File: src/rtl/pwm_pkg.sv
// Shared types and reset constants for the multi-channel PWM compare unit.
package pwm_pkg;

    // Counting scheme of the shared timebase.
    typedef enum logic {
        PWM_EDGE   = 1'b0,  // sawtooth 0..PR, wrap to 0
        PWM_CENTER = 1'b1   // triangle 0..PR..0
    } pwm_mode_e;

    // Slope of the timer in center-aligned mode; stays DIR_UP in edge mode.
    typedef enum logic {
        DIR_UP   = 1'b0,
        DIR_DOWN = 1'b1
    } pwm_dir_e;

    localparam pwm_mode_e RST_MODE  = PWM_EDGE;
    localparam pwm_dir_e  RST_DIR   = DIR_UP;
    localparam logic      RST_LEVEL = 1'b0;

endpackage

File: src/rtl/pwm_channel_cmp.sv
// One PWM channel: double-buffered duty, registered compare level and
// output polarity. The shadow duty is written at any time; the active duty
// is refreshed from it whenever the timebase signals a load.
module pwm_channel_cmp
    import pwm_pkg::*;
#(
    parameter int WIDTH = 16
) (
    input  logic             clk,
    input  logic             rst,
    input  logic             en,
    input  logic             load,
    input  logic [WIDTH-1:0] tmr,
    input  logic [WIDTH-1:0] duty_in,
    input  logic             duty_wr,
    input  logic             polarity,
    output logic             pwm_out
);

    logic [WIDTH-1:0] duty_sh;
    logic [WIDTH-1:0] duty_act;
    logic [WIDTH-1:0] duty_sh_nx;
    logic             level;

    // Shadow value including a write in this cycle, so a load in the same
    // cycle picks the freshly written duty up (write-through).
    always_comb begin
        duty_sh_nx = duty_wr ? duty_in : duty_sh;
    end

    // Duty registers and the compare level; the level holds while paused.
    always_ff @(posedge clk) begin
        if (rst) begin
            duty_sh  <= '0;
            duty_act <= '0;
            level    <= RST_LEVEL;
        end else begin
            duty_sh <= duty_sh_nx;
            if (load) begin
                duty_act <= duty_sh_nx;
            end
            if (en) begin
                level <= (tmr < duty_act);
            end
        end
    end

    assign pwm_out = level ^ polarity;

endmodule

File: src/rtl/pwm_compare_unit.sv
// Multi-channel PWM timebase. One shared timer (edge- or center-aligned)
// drives CHANNELS duty comparators. Period and mode are double-buffered and
// move from shadow to active at the period boundary, or every cycle while
// the timer is stopped so configuration written before start applies at once.
module pwm_compare_unit
    import pwm_pkg::*;
#(
    parameter int WIDTH    = 16,
    parameter int CHANNELS = 4,
    parameter int SELW     = (CHANNELS > 1) ? $clog2(CHANNELS) : 1
) (
    input  logic                clk,
    input  logic                rst,
    input  logic                en,
    input  logic                mode_in,
    input  logic [WIDTH-1:0]    period_in,
    input  logic                period_wr,
    input  logic [WIDTH-1:0]    duty_in,
    input  logic [SELW-1:0]     duty_sel,
    input  logic                duty_wr,
    input  logic [CHANNELS-1:0] polarity,
    output logic [WIDTH-1:0]    tmr,
    output logic                period_evt,
    output logic [CHANNELS-1:0] pwm_out
);

    localparam logic [WIDTH-1:0] ONE = {{(WIDTH-1){1'b0}}, 1'b1};

    pwm_mode_e        mode_sh;
    pwm_mode_e        mode_act;
    pwm_mode_e        mode_sh_nx;
    logic [WIDTH-1:0] pr_sh;
    logic [WIDTH-1:0] pr_act;
    logic [WIDTH-1:0] pr_sh_nx;
    pwm_dir_e         dir;
    pwm_dir_e         dir_nx;
    logic [WIDTH-1:0] tmr_nx;
    logic             boundary;
    logic             load;

    // Shadow values including a same-cycle write (write-through on load).
    always_comb begin
        pr_sh_nx   = period_wr ? period_in : pr_sh;
        mode_sh_nx = period_wr ? pwm_mode_e'(mode_in) : mode_sh;
    end

    // Period boundary decode from registered state. Edge mode uses >= so a
    // period shrunk below the held timer during a pause still wraps cleanly.
    always_comb begin
        if (mode_act == PWM_EDGE) begin
            boundary = (tmr >= pr_act);
        end else begin
            boundary = (pr_act == '0) || ((tmr == '0) && (dir == DIR_DOWN));
        end
    end

    assign period_evt = en & boundary;
    assign load       = boundary | ~en;

    // Next timer value and slope. At a boundary the new period/mode take
    // over: a mode switch restarts from 0 going up, otherwise center mode
    // continues its up slope from 1.
    always_comb begin
        tmr_nx = tmr;
        dir_nx = dir;
        if (en) begin
            if (boundary) begin
                dir_nx = DIR_UP;
                if ((mode_sh_nx != mode_act) || (mode_sh_nx == PWM_EDGE) || (pr_sh_nx == '0)) begin
                    tmr_nx = '0;
                end else begin
                    tmr_nx = ONE;
                end
            end else if (mode_act == PWM_EDGE) begin
                tmr_nx = tmr + ONE;
            end else if (dir == DIR_UP) begin
                if (tmr >= pr_act) begin
                    tmr_nx = tmr - ONE;
                    dir_nx = DIR_DOWN;
                end else begin
                    tmr_nx = tmr + ONE;
                end
            end else begin
                tmr_nx = tmr - ONE;
            end
        end
    end

    // Timer, slope, and the shadow/active period and mode registers.
    always_ff @(posedge clk) begin
        if (rst) begin
            tmr      <= '0;
            dir      <= RST_DIR;
            pr_sh    <= '1;
            pr_act   <= '1;
            mode_sh  <= RST_MODE;
            mode_act <= RST_MODE;
        end else begin
            tmr     <= tmr_nx;
            dir     <= dir_nx;
            pr_sh   <= pr_sh_nx;
            mode_sh <= mode_sh_nx;
            if (load) begin
                pr_act   <= pr_sh_nx;
                mode_act <= mode_sh_nx;
            end
        end
    end

    // One comparator per channel; a duty_sel beyond the last channel
    // matches no instance and the write is dropped.
    for (genvar i = 0; i < CHANNELS; i++) begin : g_ch
        pwm_channel_cmp #(
            .WIDTH(WIDTH)
        ) u_ch (
            .clk     (clk),
            .rst     (rst),
            .en      (en),
            .load    (load),
            .tmr     (tmr),
            .duty_in (duty_in),
            .duty_wr (duty_wr && (int'(duty_sel) == i)),
            .polarity(polarity[i]),
            .pwm_out (pwm_out[i])
        );
    end

endmodule

File: config.mk
export PLATFORM = sky130hd
export DESIGN_NAME = pwm_compare_unit
export DESIGN_NICKNAME = d
export VERILOG_FILES = /design/src/rtl/pwm_pkg.sv /design/src/rtl/pwm_channel_cmp.sv /design/src/rtl/pwm_compare_unit.sv
export SDC_FILE = /design/constraint.sdc
export NUM_CORES = 1
export LEC_CHECK = 0
export ABC_AREA = 0
export ABC_CLOCK_PERIOD_IN_PS = 3000
export BUFFER_PORTS_ARGS = -buffer_cell sky130_fd_sc_hd__buf_2
export CAP_MARGIN = 20
export CORE_ASPECT_RATIO = 0.8
export CORE_MARGIN = 2
export CORE_UTILIZATION = 45
export DETAILED_ROUTE_END_ITERATION = 7
export GPL_ROUTABILITY_DRIVEN = 0
export PLACE_DENSITY = 0.65
export SYNTH_ARGS = -nofsm -noshare
export SYNTH_HDL_FRONTEND = slang
export SYNTH_HIERARCHICAL = 1
export SYNTH_SLANG_ARGS = --single-unit
File: constraint.sdc
create_clock -name clk -period 3 [get_ports clk]
set_input_delay 0.15 -clock clk [delete_from_list [all_inputs] [get_ports clk]]
set_output_delay 0.15 -clock clk [all_outputs]
set_load 0.01 [all_outputs]
* Word level (Yosys, flattened, before mapping)
Index checks and enable logic that the tools add are counted.
Widths: inputs -> output; s select.
** Word-level totals
- Bits of input ports :: 44
- Flip-flop bits (word level) :: 183
- Logic and storage cells :: 67
- Output and inout port bits :: 21
** Cells by class
- $add $sub $neg :: 2
- Eq/ne operators :: 4
- Muxes and demuxes :: 16
- $lt $le $gt $ge :: 5
- Bitwise operators :: 8
- Reductions and logical operators :: 14
** Operator list (number)
- $mux 16 :: 9
- $lt 16x16->1 :: 4
- $logic_not 16->1 :: 3
- $add 16x1->16 const B :: 1
- $ge 16x16->1 :: 1
- $sub 16x1->16 const B :: 1
- $mux 1 :: 7
- $logic_and 1x1->1 :: 5
- $eq 2x2->1 const B :: 2
- $xor 1x1->1 :: 4
- $logic_or 1x1->1 :: 3
- $eq 2x1->1 const B :: 1
- $logic_not 2->1 :: 1
- $not 1->1 :: 2
- $reduce_and 2->1 :: 1
- $reduce_bool 2->1 :: 1
- $and 1x1->1 :: 1
- $ne 1x1->1 :: 1
- $or 1x1->1 :: 1

* Depth between registers and ports, before layout
Gate-level depths: netlist (run 1).
- Depth after elaboration :: 6
- Mapped depth :: 11
- Depth with buffers taken out :: 9

* Hierarchy
The synthesis (run 1) kept the hierarchy.
** Modules (own cells, without submodules)
- pwm_channel_cmp :: area an instance 1510.2 µm², cells an instance 162, seq. area each 660.6 µm², times used 4
- pwm_compare_unit :: area an instance 3041.7 µm², cells an instance 353, seq. area each 1021.0 µm², times used 1

* Worst setup path after synthesis (run 1)
Ideal clock, no wire load.
- Path type :: register to register
- Start :: register tmr[0]
- End :: register tmr[15]
- Slack :: -0.013 ns
- Clock period less this slack :: 3.013 ns
- Data required time :: 2.938 ns
- Path buffers :: 0
- Arrival time :: 2.950 ns
- Stages on the path, launching flop included :: 10
- Setup time :: 0.062 ns
- Cell sequence :: dfxtp_1 > inv_1 > ha_1 > nand2b_1 > a2111o_1 > a31oi_2 > a31oi_2 > or4b_1 > a2111o_1 > nand3_1
** On the way
- Cells in the longest elaborated chain, start to end :: 5
- Elaborated cells between the ends (all ways) :: 11
- Those cells by class :: 2 x add/sub; 1 x order compare; 5 x mux; 3 x reduce/logical
** Ends and longest elaborated chain
- start: declaration :: RTL line pwm_compare_unit.sv:22 : output logic [WIDTH-1:0] tmr,
- start signal: assignment :: RTL line pwm_compare_unit.sv:99 : tmr <= tmr_nx;
- $add 16x1->16 (tied with other cells) :: RTL line pwm_compare_unit.sv:75, pwm_compare_unit.sv:81
- $mux 16 / $logic_and 1x1->1 (equally long branches) :: RTL line pwm_compare_unit.sv:77, pwm_compare_unit.sv:53
- $mux 16 / $logic_or 1x1->1 (equally long branches) :: RTL line pwm_compare_unit.sv:76, pwm_compare_unit.sv:53
- $mux 16 / $mux 1 (equally long branches) :: RTL line pwm_compare_unit.sv:74, pwm_compare_unit.sv:50
- $mux 16 * :: RTL line pwm_compare_unit.sv:67 : if (boundary) begin
Mark *: on every way between the ends. The rest lies on a longest branch, timed or not.
A chain may end at the register's enable or synchronous reset.

* Worst setup path in the final report (run 1)
- Start :: register tmr[7]
- End :: output port period_evt
** On the way
- Cells in the longest elaborated chain, start to end :: 5
- Elaborated cells between the ends (all ways) :: 6
- Those cells by class :: 1 x order compare; 1 x mux; 1 x bitwise; 3 x reduce/logical
** Ends and longest elaborated chain
- branches (longest 3 deep; another with $ge 16x16->1)
- $mux 1 * :: RTL line pwm_compare_unit.sv:50 : if (mode_act == PWM_EDGE) begin
- $and 1x1->1 * :: RTL line pwm_compare_unit.sv:57 : assign period_evt = en & boundary;
- end: declaration :: RTL line pwm_compare_unit.sv:23 : output logic period_evt,
Every way passes the cells marked *.

==> metrics.md, run 1 <==
| Metric | Value |
|---|---|
| CP startpoint kind | `flop` |
| Slowest CP cell | `or4_4` |
| CTS tree | `done` |
| Syn nets | `1124` |
| Routed Antenna Nets | `0` |
| Initial antenna violation count | `0` |
| Crit Path Class | `reg -> out` |
| Hpwl dp | `16300 microns` |
| Vias in the first global route | `6549` |
| Final setup viols | `0` |
| Placeable Area | `19800 sq um` |
| Outcome | `completed` |
| Commonest non-fill, non-tap cell in the layout | `dfxtp_1` |
| WL/cell | `17.5 microns` |
| Post-synthesis sequential area ratio | `40.3%` |
| Clock transition at path regs | `0.07 ns` |
| Critical Path Start | `tmr[7]` |
| Reg2reg start | `tmr[0]` |
| Worst-Skew Late Latency | `0.43 ns` |
| Pre-antenna DRT Iters | `5` |
| Tcrit/Tclk final | `95.9%` |
| CTS root buffer | `clkbuf_16` |
| End point of the critical path | `period_evt` |
| Dominant cells by area after synthesis | `dfxtp_1, ha_1, mux2i_1` |
| Top FF cell, synth | `dfxtp_1` |
| Dominant cell type by area after synthesis | `dfxtp_1` |
| IO buf count | `64` |
| # IOs | `65` |
| Final std cells w/o fill | `1349` |
| Pin count of the biggest net entering global routing | `72` |
| CP Cell Sequence | `or4_4 > or3_4 > o41a_1 > a32oi_2 > buf_4 > and2_1 > buf_2` |
| Worst reg2reg setup slack | `0.13 ns` |
| CTS Buffer Depth | `2` |
| H-tree levels | `4` |
| EDFF count, synth | `0` |
| CP arrival | `2.73 ns` |
| Total placed cells including tap cells | `1311` |
| Cell row count | `46` |
| Synthesized instance count | `1001` |
| LEAKAGE | `0.00447 uW` |
| Worst R2R End | `tmr[7]` |
| Syn. warnings | `6` |
| Num CTS Buffers | `17` |
| Starting Density | `45.9%` |
| Setup Skew | `0.0107 ns` |
| Post-synth top area share | `40.3%` |
| Slew @ Worst Pin | `0.719 ns` |
| Vias | `7302` |
| GRT Util Overall | `22.1%` |
| Required @ worst endpoint | `2.85 ns` |
| Share of layout cells above drive strength 1 | `16.3%` |
| Commonest non-fill, non-tap cells in the layout | `dfxtp_1, nor2_1, mux2i_1, inv_1, ha_1` |
| GRT Residual Overflow | `0` |
| #FFs+latches synth | `183` |
| Worst reg2reg path depth | `10` |
| Netlist cell types | `49` |
| Max-cap check violation count | `0` |
| Slew Viols, Final | `0` |
| Iteration-0 DRC Markers | `560` |
| Die area | `21300 sq um` |
| Hold Crit Class | `in -> reg` |
| DIE WIDTH | `163 microns` |
| Avg Cell Area, Syn | `9.07 sq um` |
| TNS Setup | `0 ns` |
| Fmax | `347 MHz` |
| Chip height | `131 microns` |
| Area Growth Syn to Fin | `15.3%` |
| Power per standard cell area | `557 nW/um^2` |
| Crit path capture type | `output port` |
| Unrepaired setup endpoints after global routing | `yes` |
| Rel. slew slack | `52.1%` |
| # diodes | `0` |
| DRC viols | `0` |
| Min Tclk post-route | `2.88 ns` |
| Final WL | `23700 microns` |
| Clock sink count | `183` |
| CP max FO | `4` |
| First-pass GRT wire length | `36400 microns` |
| Vias per cell | `5.41` |
| Max stage delay on crit path | `0.54 ns` |
| Worst VDD drop | `0.000419 V` |
| Synth async-reset ratio | `0%` |
| Cell area after synthesis | `9080 sq um` |
| Net total in the final layout | `1195` |
| Count of final hold-check violations | `0` |
## critical path: cells and delay by family (launching register included)
kind | cells | cell delay, ns
AND/OR/NAND/NOR | 3 | 1.07
flip-flops | 1 | 0.34
AO/OA/AOI/OAI | 2 | 0.59
buffers and inverters | 2 | 0.31
## repair_timing
action / 4_1_cts / 5_1_grt
hold endpoints to repair: 2 / 0
setup endpoints to repair: 1 / 66
hold buffers: 2 / 0
gates cloned: 0 / 1
resized for setup: 1 / 6
setup buffers: 0 / 3
pin swaps: 0 / 0
## layout make-up
type	count	area (sq um)
Clock buffer	18	439
Clock inverter	14	141
Fill cell	1871	9330
Inverter	86	323
Multi-Input combinational cell	681	4890
Sequential cell	183	3660
Tap cell	264	330
Timing Repair Buffer	103	678
## Yosys cell counts (all sizes together) (8+ instances only)
library cell / count
mux2: 12
nand4: 23
a211oi: 66
ha: 79
mux2i: 96
nor3: 12
o21a: 8
nor2: 158
and3: 9
a21oi: 33
or2: 21
a21o: 8
dfxtp: 183
nand2: 29
nand3: 16
a31oi: 9
nor4: 13
buf: 15
inv: 86
clkbuf: 36
o21ai: 14
nand2b: 24
## power by group
group          internal (uW)  switching [uW]
combinational            407             571
sequential              2580            84.5
clock                   1130            1070
total                   4110            1720
## cells by family after synthesis
group	count (synthesis)	synth area share [%]
AND/OR/NAND/NOR	325	17.1
flip-flops	183	40.3
AO/OA/AOI/OAI	164	13.0
buffers and inverters	137	6.14
multiplexers	108	12.1
adder cells (fa/ha/maj)	79	10.9
XOR/XNOR	5	0.482
## metal layers
| metal | GRT usage, % | share of wire [%] | wire [microns] |
|---|---|---|---|
| met5 | 0 | 0 | 0 |
| met4 | 4.89 | 0.88 | 209 |
| met3 | 3.77 | 4.5 | 1060 |
| met2 | 32.0 | 42 | 9910 |
| met1 | 34.0 | 53 | 12500 |
## state kept, by name, indices dropped and copies added, names as in the netlist, 4 cells and up
name	count
g_ch.u_ch/duty_act	64
g_ch.u_ch/duty_sh	64
g_ch.u_ch/level	4
pr_act	16
pr_sh	16
tmr	16
## worst min-delay path by stage
| stage | start | to | slack, ns | depth (start not counted) |
|---|---|---|---|---|
| CTS | period_in[15] | pr_sh[15] | 0.008 | 3 |
| global route | period_in[15] | pr_sh[15] | 0.008 | 3 |
| floorplan | period_in[0] | pr_sh[0] | 0.30 | 2 |
| global placement | period_in[15] | pr_sh[15] | 0.45 | 3 |
| finish | period_in[15] | pr_sh[15] | 0.009 | 3 |
| detailed placement | period_in[1] | pr_sh[1] | 0.44 | 3 |
## stage by stage
step	util [%]	total power [uW]	hold WS [ns]	setup WS (ns)	area, sq um
3_5_place_dp	49.4	3650	0.443	0.102	9790
5_1_grt	52.9	6090	0.00773	-0.00930	10500
6_report	52.9	5830	0.00950	0.122	10500
2_1_floorplan	-	3340	0.298	0.0852	9080
3_3_place_gp	49.4	3630	0.446	0.175	9790
4_1_cts	52.5	5830	0.00803	0.00521	10400
(Power assumes the default switching activity.)
==> run 2: changes to the inputs <==
--- a/config.mk
+++ b/config.mk
@@ -14,7 +14,7 @@
 export CORE_UTILIZATION = 45
 export DETAILED_ROUTE_END_ITERATION = 7
 export GPL_ROUTABILITY_DRIVEN = 0
-export PLACE_DENSITY = 0.65
+export PLACE_DENSITY = 0.66
 export SYNTH_ARGS = -nofsm -noshare
 export SYNTH_HDL_FRONTEND = slang
 export SYNTH_HIERARCHICAL = 1
==> run 2 against run 1 <==
Die area is the same. Fmax shrank 0.44%. Critical path depth is the same. Clock skew grew 0.0079 ns. Utilization shrank 0.070 points. Highest routed layer unchanged.
==> metrics.md, run 2 (synthesized netlist as in run 1, its figures left out) <==
| Metric | Value |
|---|---|
| Outcome | `completed` |
| IO buf count | `64 (unchanged)` |
| Placed cell area | `9800 sq um (+0.15%)` |
| Slew Viols, Final | `0 (unchanged)` |
| # IOs | `65 (unchanged)` |
| Pwr Total | `5920 uW (+1.5%)` |
| Clock transition at path regs | `0.07 ns (about the same)` |
| Multi-input logic area | `4900 sq um (about the same)` |
| Placeable Area | `19800 sq um (unchanged)` |
| WL/cell | `16.8 microns (-4.4%)` |
| Starting Density | `45.9% (unchanged)` |
| Chip height | `131 microns (unchanged)` |
| CP max FO | `4 (unchanged)` |
| Pin count of the biggest net entering global routing | `114 (+58%)` |
| Iteration-0 DRC Markers | `567 (+1.3%)` |
| Share of layout cells above drive strength 1 | `15.8% (-0.47 points)` |
| Register Area | `3660 sq um (unchanged)` |
| Final setup viols | `0 (unchanged)` |
| Hpwl dp | `15900 microns (-2.2%)` |
| # diodes | `0 (unchanged)` |
| Fmax | `346 MHz (-0.44%)` |
| CP startpoint kind | `flop` |
| DIE WIDTH | `163 microns (unchanged)` |
| Largest regs | `g_ch.u_ch/duty_act x64, g_ch.u_ch/duty_sh x64` |
| Power per standard cell area | `566 nW/um^2 (+1.6%)` |
| Vias per cell | `5.36 (-0.96%)` |
| Worst VDD drop | `0.000373 V (-11%)` |
| GRT Residual Overflow | `0 (unchanged)` |
| Crit path capture type | `output port` |
| Worst reg2reg setup slack | `0.16 ns (+0.03 ns)` |
| Rel. slew slack | `50.4% (-1.7 points)` |
| Num CTS Buffers | `17 (unchanged)` |
| Max stage delay on crit path | `0.55 ns (about the same)` |
| Routed Antenna Nets | `0 (unchanged)` |
| Unrepaired setup endpoints after global routing | `no` |
| CTS root buffer | `clkbuf_16` |
| DRC viols | `0 (unchanged)` |
| Die area | `21300 sq um (unchanged)` |
| Slowest CP cell | `or4_4` |
| Fill cell count | `1858 (-0.69%)` |
| Pre-antenna DRT Iters | `5 (unchanged)` |
| Min Tclk post-route | `2.89 ns (+0.0127 ns)` |
| Slew @ Worst Pin | `0.744 ns (+0.0256 ns)` |
| Crit path max-delay family | `simple AND/OR/NAND/NOR gates` |
| Required @ worst endpoint | `2.85 ns (about the same)` |
| Count of final hold-check violations | `0 (unchanged)` |
| Setup Skew | `0.0186 ns (+0.00794 ns)` |
| GRT Util Overall | `21.9% (-0.19 points)` |
| TNS Setup | `0 ns (unchanged)` |
| Net total in the final layout | `1189 (-0.50%)` |
| LEAKAGE | `0.00446 uW (-0.25%)` |
| H-tree levels | `4 (unchanged)` |
| Commonest non-fill, non-tap cell in the layout | `dfxtp_1` |
| CTS tree | `done` |
| Clock sink count | `183 (unchanged)` |
| Crit Path Class | `reg -> out` |
| Vias in the first global route | `6680 (+2.0%)` |
| Final WL | `22500 microns (-4.8%)` |
| Design area | `10500 sq um (-0.13%)` |
| First-pass GRT wire length | `35900 microns (-1.3%)` |
| Commonest non-fill, non-tap cells in the layout | `dfxtp_1, nor2_1, mux2i_1, inv_1, ha_1` |
| Buffers plus inverters on the worst setup path | `2 (unchanged)` |
| Cell row count | `46 (unchanged)` |
| Vias | `7200 (-1.4%)` |
| Initial antenna violation count | `0 (unchanged)` |
| Max-cap check violation count | `0 (unchanged)` |
| CTS Buffer Depth | `2 (unchanged)` |
| CP arrival | `2.74 ns (about the same)` |
| CP Cell Sequence | `or4_4 > or3_4 > o41a_1 > a32oi_2 > buf_6 > and2_4 > buf_2` |
| Area Growth Syn to Fin | `15.1%` |
| Worst-Skew Late Latency | `0.44 ns (about the same)` |
| Hold Crit Class | `in -> reg` |
| Tcrit/Tclk final | `96.4% (+0.42 points)` |
run 2: cell types whose count changed in the layout (fill, tap and decap cells not counted), sizes merged:
cell | previous run | this run
bufinv | 0 | 1
dlygate4sd3 | 2 | 1
inv | 91 | 93
clkbuf | 19 | 17
buf | 100 | 96
clkinvlp | 2 | 1
clkinv | 7 | 6
run 2: cell type report:
cell class                 instances  share of cell area, %
sequential                       183                   35.0
tap                              264                   3.16
clock buffer                      17                   4.07
clock inverter                    15                   1.71
inverter                          86                   3.09
timing repair buffer              97                   6.11
multi-input combinational        681                   46.8
run 2: worst paths after layout:
path                                          from                  to  cells past startpoint
worst max-delay path                        tmr[7]          period_evt                      7
worst min-delay path                  period_in[2]            pr_sh[2]                      3
worst max register to register              tmr[0]              tmr[7]                     10
worst min register to register  g_ch[1].u_ch/level  g_ch[1].u_ch/level                      2
run 2: power breakdown:
group	switching [uW]	total [uW]	leakage [uW]	internal [uW]
Clock	1100	2300	0.000296	1200
Sequential	83.7	2660	0.00150	2580
Combinational	560	962	0.00266	402
Total	1740	5920	0.00446	4170
run 2: per-stage QoR:
step | hold WS, ns | utilization, % | instances | setup WS (ns)
detailed placement | 0.446 | 49.5 | 1308 | 0.180
global route | 0.0159 | 52.8 | 1343 | 0.0397
floorplan | 0.298 | - | 1001 | 0.0852
finish | 0.00759 | 52.8 | 1343 | 0.109
CTS | 0.00343 | 52.7 | 1341 | 0.0215
global placement | 0.445 | 49.5 | 1308 | 0.263
run 2: tightest hold or removal path: stages:
cell	delay, ns
buf_2	0.09
mux2i_1	0.09
nand2b_1	0.07
run 2: timing repair:
action,CTS,global route
hold buffers,1,0
setup buffers,0,2
setup endpoints to repair,1,9
gates resized for setup,4,2
hold endpoints to repair,1,0
run 2: metal layers:
metal,part of all wire [%],track usage (%),wire [microns]
met1,51,31.8,11600
met4,1.6,6.25,354
met5,0,0,0
met3,5.4,4.56,1220
met2,42,32.9,9390
